**config.mk**
```make
export PLATFORM = sky130hd
export DESIGN_NAME = idct8_col_collect
export DESIGN_NICKNAME = d
export VERILOG_FILES = /design/src/rtl/idct8_col_collect.sv
export SDC_FILE = /design/constraint.sdc
export NUM_CORES = 2
export LEC_CHECK = 0
export CAP_MARGIN = 10
export CORE_UTILIZATION = 55
export DETAILED_ROUTE_END_ITERATION = 7
export PLACE_DENSITY = 0.76
export SYNTH_ARGS = -nofsm -noshare
export SYNTH_HDL_FRONTEND = slang
export SYNTH_SLANG_ARGS = --single-unit
```
**constraint.sdc**
```tcl
create_clock -name clk -period 55.3 [get_ports clk]
set_input_delay 8.295 -clock clk [delete_from_list [all_inputs] [get_ports clk]]
set_output_delay 8.295 -clock clk [all_outputs]
set_load 0.01 [all_outputs]
```
**src/rtl/idct8_col_collect.sv**
```systemverilog
// Collects the skewed outputs of the 8-stage systolic IDCT column into rows,
// saturates each element and queues rows in a small FWFT FIFO.
module idct8_col_collect #(
    parameter int IN_W  = 25,
    parameter int OUT_W = 16,
    parameter int DEPTH = 4
) (
    input  logic                        clk,
    input  logic                        reset,
    input  logic signed [IN_W-1:0]      col_1,
    input  logic signed [IN_W-1:0]      col_2,
    input  logic signed [IN_W-1:0]      col_3,
    input  logic signed [IN_W-1:0]      col_4,
    input  logic signed [IN_W-1:0]      col_5,
    input  logic signed [IN_W-1:0]      col_6,
    input  logic signed [IN_W-1:0]      col_7,
    input  logic signed [IN_W-1:0]      col_8,
    input  logic                        col_valid,
    input  logic                        out_ready,
    output logic [8*OUT_W-1:0]          row_out,
    output logic                        out_valid,
    output logic [$clog2(DEPTH):0]      fifo_count,
    output logic                        sat_pulse,
    output logic                        overflow
);

    localparam int AW = $clog2(DEPTH);

    localparam logic signed [IN_W-1:0] MAXV =
        {{(IN_W-OUT_W+1){1'b0}}, {(OUT_W-1){1'b1}}};
    localparam logic signed [IN_W-1:0] MINV =
        {{(IN_W-OUT_W+1){1'b1}}, {(OUT_W-1){1'b0}}};

    logic signed [IN_W-1:0] col_in  [8];
    logic signed [IN_W-1:0] aligned [8];

    assign col_in[0] = col_1;
    assign col_in[1] = col_2;
    assign col_in[2] = col_3;
    assign col_in[3] = col_4;
    assign col_in[4] = col_5;
    assign col_in[5] = col_6;
    assign col_in[6] = col_7;
    assign col_in[7] = col_8;

    // Column k (0-based) is delayed 7-k cycles so all elements line up with col_8.
    for (genvar k = 0; k < 7; k++) begin : g_dl
        localparam int L = 7 - k;
        logic signed [IN_W-1:0] dl_q [L];
        logic signed [IN_W-1:0] dl_d [L];

        always_comb begin
            dl_d[0] = col_in[k];
            for (int i = 1; i < L; i++) begin
                dl_d[i] = dl_q[i-1];
            end
        end

        always_ff @(posedge clk or posedge reset) begin
            if (reset) begin
                for (int i = 0; i < L; i++) begin
                    dl_q[i] <= '0;
                end
            end else begin
                dl_q <= dl_d;
            end
        end

        assign aligned[k] = dl_q[L-1];
    end

    assign aligned[7] = col_in[7];

    logic [6:0] vld_q;
    logic [6:0] vld_d;
    logic       wr;

    assign vld_d = {vld_q[5:0], col_valid};
    assign wr    = vld_q[6];

    logic [8*OUT_W-1:0] row_sat;
    logic               sat_any;

    always_comb begin
        row_sat = '0;
        sat_any = 1'b0;
        for (int k = 0; k < 8; k++) begin
            if (aligned[k] > MAXV) begin
                row_sat[k*OUT_W +: OUT_W] = MAXV[OUT_W-1:0];
                sat_any = 1'b1;
            end else if (aligned[k] < MINV) begin
                row_sat[k*OUT_W +: OUT_W] = MINV[OUT_W-1:0];
                sat_any = 1'b1;
            end else begin
                row_sat[k*OUT_W +: OUT_W] = aligned[k][OUT_W-1:0];
            end
        end
    end

    logic [AW:0]        wp_q;
    logic [AW:0]        wp_d;
    logic [AW:0]        rp_q;
    logic [AW:0]        rp_d;
    logic [8*OUT_W-1:0] mem_q [DEPTH];
    logic [8*OUT_W-1:0] mem_d [DEPTH];
    logic               sat_q;
    logic               sat_d;
    logic               ovf_q;
    logic               ovf_d;
    logic               empty;
    logic               full;
    logic               pop;
    logic               push;

    assign empty = (wp_q == rp_q);
    assign full  = (wp_q[AW-1:0] == rp_q[AW-1:0]) && (wp_q[AW] != rp_q[AW]);
    assign pop   = !empty && out_ready;
    // A full FIFO still accepts a row when the head leaves on the same edge.
    assign push  = wr && (!full || pop);

    always_comb begin
        wp_d  = wp_q + {{AW{1'b0}}, push};
        rp_d  = rp_q + {{AW{1'b0}}, pop};
        mem_d = mem_q;
        if (push) begin
            mem_d[wp_q[AW-1:0]] = row_sat;
        end
        sat_d = wr && sat_any;
        ovf_d = ovf_q || (wr && full && !pop);
    end

    always_ff @(posedge clk or posedge reset) begin
        if (reset) begin
            vld_q <= '0;
            wp_q  <= '0;
            rp_q  <= '0;
            sat_q <= 1'b0;
            ovf_q <= 1'b0;
            for (int i = 0; i < DEPTH; i++) begin
                mem_q[i] <= '0;
            end
        end else begin
            vld_q <= vld_d;
            wp_q  <= wp_d;
            rp_q  <= rp_d;
            sat_q <= sat_d;
            ovf_q <= ovf_d;
            mem_q <= mem_d;
        end
    end

    assign row_out    = mem_q[rp_q[AW-1:0]];
    assign out_valid  = !empty;
    assign fifo_count = wp_q - rp_q;
    assign sat_pulse  = sat_q;
    assign overflow   = ovf_q;

endmodule

```
==> out/metrics.cfg <==
[timing]
finalSetupViolations = 0
hold_ws_ps = 289.9
tightest_slew_ps = 1160
setup_tns_ps = 0
max_slew_margin_pct = 22.65
finClkSkew_ps = 70.28
fin_crit_sh_pct = 22.08
drv_slew = 0
rsz0062_at_grt = false
max_freq_ghz = 0.08189
finalCriticalPeriod_ps = 12210
finalHoldViolCount = 0

[clock_tree]
clkLatencyLatePin_ps = 700
cts.sinks = 1227
cts_root_buf = clkbuf_16
htree_levels = 3
cts_resized = 0
cts_tree = built
path_clk_slew_ps = 60
cts_hold_buf = 0
clockBufferDepth = 3
cts_buffers = 114
post_cts_buffers = 0

[worst_setup_path]
cp.arrival_ps = 3920
critical_path_class = register to primary output
critPathMaxFanout = 48
cp_data_required_time_ps = 47010
critical_path.endpoint_type = primary output
startpoint_type = register

[routing]
wirelength_um = 85730
first_iter_violations = 1876
remaining_drc_errors = 0
vias_per_cell = 5.544
ant_nets = 0
via_count = 22790
firstDrtPassIters = 7
wl_per_cell_um = 20.85

[yosys]
syn_area_um2 = 40120
synth_flop_cell = dfrtp_1
ys_types = 37
syn_area_per_cell_um2 = 14.74
synthArstFlopShare_pct = 100.0
synth-edff-count = 0
synth_nets = 2933
synth-seq-area-share_pct = 76.53
yosys_warnings = 0
synth-seq-cells = 1227
synthTopCellsByArea = dfrtp_1, o21ai_0, mux4_2
synth_top_area_cell = dfrtp_1
netlist_instances = 2722
synth_top_area_share_pct = 76.53

[floorplan]
die_h_um = 272.1
dieArea_um2 = 74030
rows = 98
initial_core_util_pct = 55.84
fp.coreArea_um2 = 71850
io_pins = 338
die_x_um = 272.1

[layout]
final_area_um2 = 48670
multi_input_area_um2 = 8836
layout.nets = 3274
num-fill-cells = 4663
regArea_um2 = 30710
synthToLayoutAreaGrowth_pct = 21.30
layout-drive-gt1-share_pct = 13.13

[placement]
place_area_um2 = 44470
port-buffer-count = 337
hpwlAfterDp_um = 50800
gp_congestion = 0.7799

[global_route]
grt_max_degree = 210
grt_pass1_vias = 25070
grt_first_pass_wirelength_um = 139300
antenna_found_initial = 1
grt_overflow_total = 0
track_usage_pct = 24.28

[flow_run]
max_cap_violations = 0

[power]
totalPowerFinal_mw = 2.778
p_leak_nw = 21.51
ir_worst_vdd_mv = 0.05153
p_per_area_nw_per_um2 = 57.09

[outcome]
outcome = finished clean

[min_path]
hp-class = register to register

==> logic make-up after synthesis <==
group | Yosys count | synth area share (%)
flip-flops | 1227 | 76.53
AND/OR/NAND/NOR | 539 | 5.258
adder cells (fa/ha/maj) | 7 | 0.2370
multiplexers | 160 | 8.083
buffers and inverters | 158 | 1.749
XOR/XNOR | 4 | 0.1061
AO/OA/AOI/OAI | 627 | 8.039
==> per-layer routing <==
| metal | GRT usage [%] | vias to the layer above | wire length [um] |
|---|---|---|---|
| li1 | - | 10020 | - |
| met1 | 32.72 | 11910 | 34880 |
| met2 | 40.62 | 693 | 44000 |
| met3 | 3.465 | 173 | 4092 |
| met4 | 9.329 | 0 | 2754 |
| met5 | 0 | - | 0 |
==> cell usage after synthesis, types with 2 or more instances <==
library cell	n
a31oi_1	6
nand2_1	488
or4_1	2
a41oi_1	2
nor3_1	8
xor2_1	2
nor2_1	13
o31ai_1	8
o2111ai_1	3
o31a_1	2
buf_4	8
mux2_2	32
nand4_1	9
buf_2	63
a41o_1	2
ha_1	6
buf_1	9
mux4_2	128
a21oi_1	15
inv_1	6
nand3_1	9
dfrtp_1	1227
nor4_1	5
o21ai_0	585
clkbuf_1	72
==> path summary, 6_finish.rpt <==
check                           startpoint                to  slack (ps)  cells after the start
max reg2reg                        rp_q[0]         mem_q[47]       50960                      6
max in group asynchronous            reset           rp_q[0]       44460                      4
min                        g_dl[2].dl_d[8]      aligned[133]         290                      0
max                                rp_q[0]       row_out[72]       43090                      3
min in group asynchronous            reset  g_dl[3].dl_d[35]        8210                      2
min reg2reg                g_dl[2].dl_d[8]      aligned[133]         290                      0
==> cell usage in the layout (no fill, tap or decap), types with 2 or more instances in the layout <==
| cell | netlist | layout |
|---|---|---|
| dfrtp_1 | 1227 | 1225 |
| o21ai_0 | 585 | 585 |
| nand2_1 | 488 | 488 |
| clkdlybuf4s50_1 | 0 | 337 |
| mux4_2 | 128 | 128 |
| clkbuf_16 | 0 | 115 |
| buf_4 | 8 | 36 |
| clkbuf_8 | 0 | 35 |
| mux2_2 | 32 | 32 |
| clkinv_2 | 0 | 19 |
| clkbuf_1 | 72 | 17 |
| a21oi_1 | 15 | 15 |
| bufinv_16 | 0 | 14 |
| nor2_1 | 13 | 13 |
| nand4_1 | 9 | 9 |
| nand3_1 | 9 | 9 |
| nor3_1 | 8 | 8 |
| o31ai_2 | 0 | 6 |
| ha_1 | 6 | 6 |
| nor4_1 | 5 | 5 |
| inv_1 | 6 | 5 |
| clkinv_16 | 0 | 5 |
| a31oi_1 | 6 | 4 |
| o2111ai_4 | 0 | 4 |
| clkinv_4 | 0 | 3 |
| clkinvlp_4 | 0 | 3 |
| buf_12 | 0 | 3 |
| a41oi_1 | 2 | 2 |
| a31oi_2 | 0 | 2 |
| xor2_1 | 2 | 2 |
| a41o_1 | 2 | 2 |
| or4_1 | 2 | 2 |
| o31a_1 | 2 | 2 |
| dfrtp_4 | 0 | 2 |
==> worst max-delay path, stage by stage (launching register included) <==
cell and delay (ps):
dfrtp_4 1080, buf_4 870, mux4_2 650, clkdlybuf4s50_1 510
==> metrics by stage <==
stage | setup WS (ps) | utilization, % | instances
final | 43090 | 67.73 | 4111
after global routing | 42780 | 67.73 | 4111
after CTS | 42950 | 67.69 | 4109
after detailed placement | 43640 | 61.89 | 3896
after global placement | 43700 | 61.89 | 3896
after floorplan | 12430 | - | 2722
==> layout make-up <==
cell class | count | area share, %
antenna | 1 | 0.005142
sequential | 1227 | 63.11
clock inverter | 46 | 1.527
timing repair buffer | 377 | 7.667
clock buffer | 167 | 7.034
multi-input combinational | 1337 | 18.16
tap | 950 | 2.442
inverter | 6 | 0.06170
==> state kept, by name, summed over array words and instances, names as in the netlist <==
register and cells:
rp_q 3, g_dl.dl_d 525, sat_pulse 1, vld_q 7
mem_q 512, aligned 150, wp_q 3, g_dl.dl_q 25
overflow 1
==> where the power goes <==
| part | switching (mW) | internal [mW] | total [mW] |
|---|---|---|---|
| clock network | 0.340 | 0.498 | 0.837 |
| registers | 0.118 | 1.09 | 1.21 |
| logic | 0.367 | 0.365 | 0.732 |
Power figures use the tool's default switching activity.
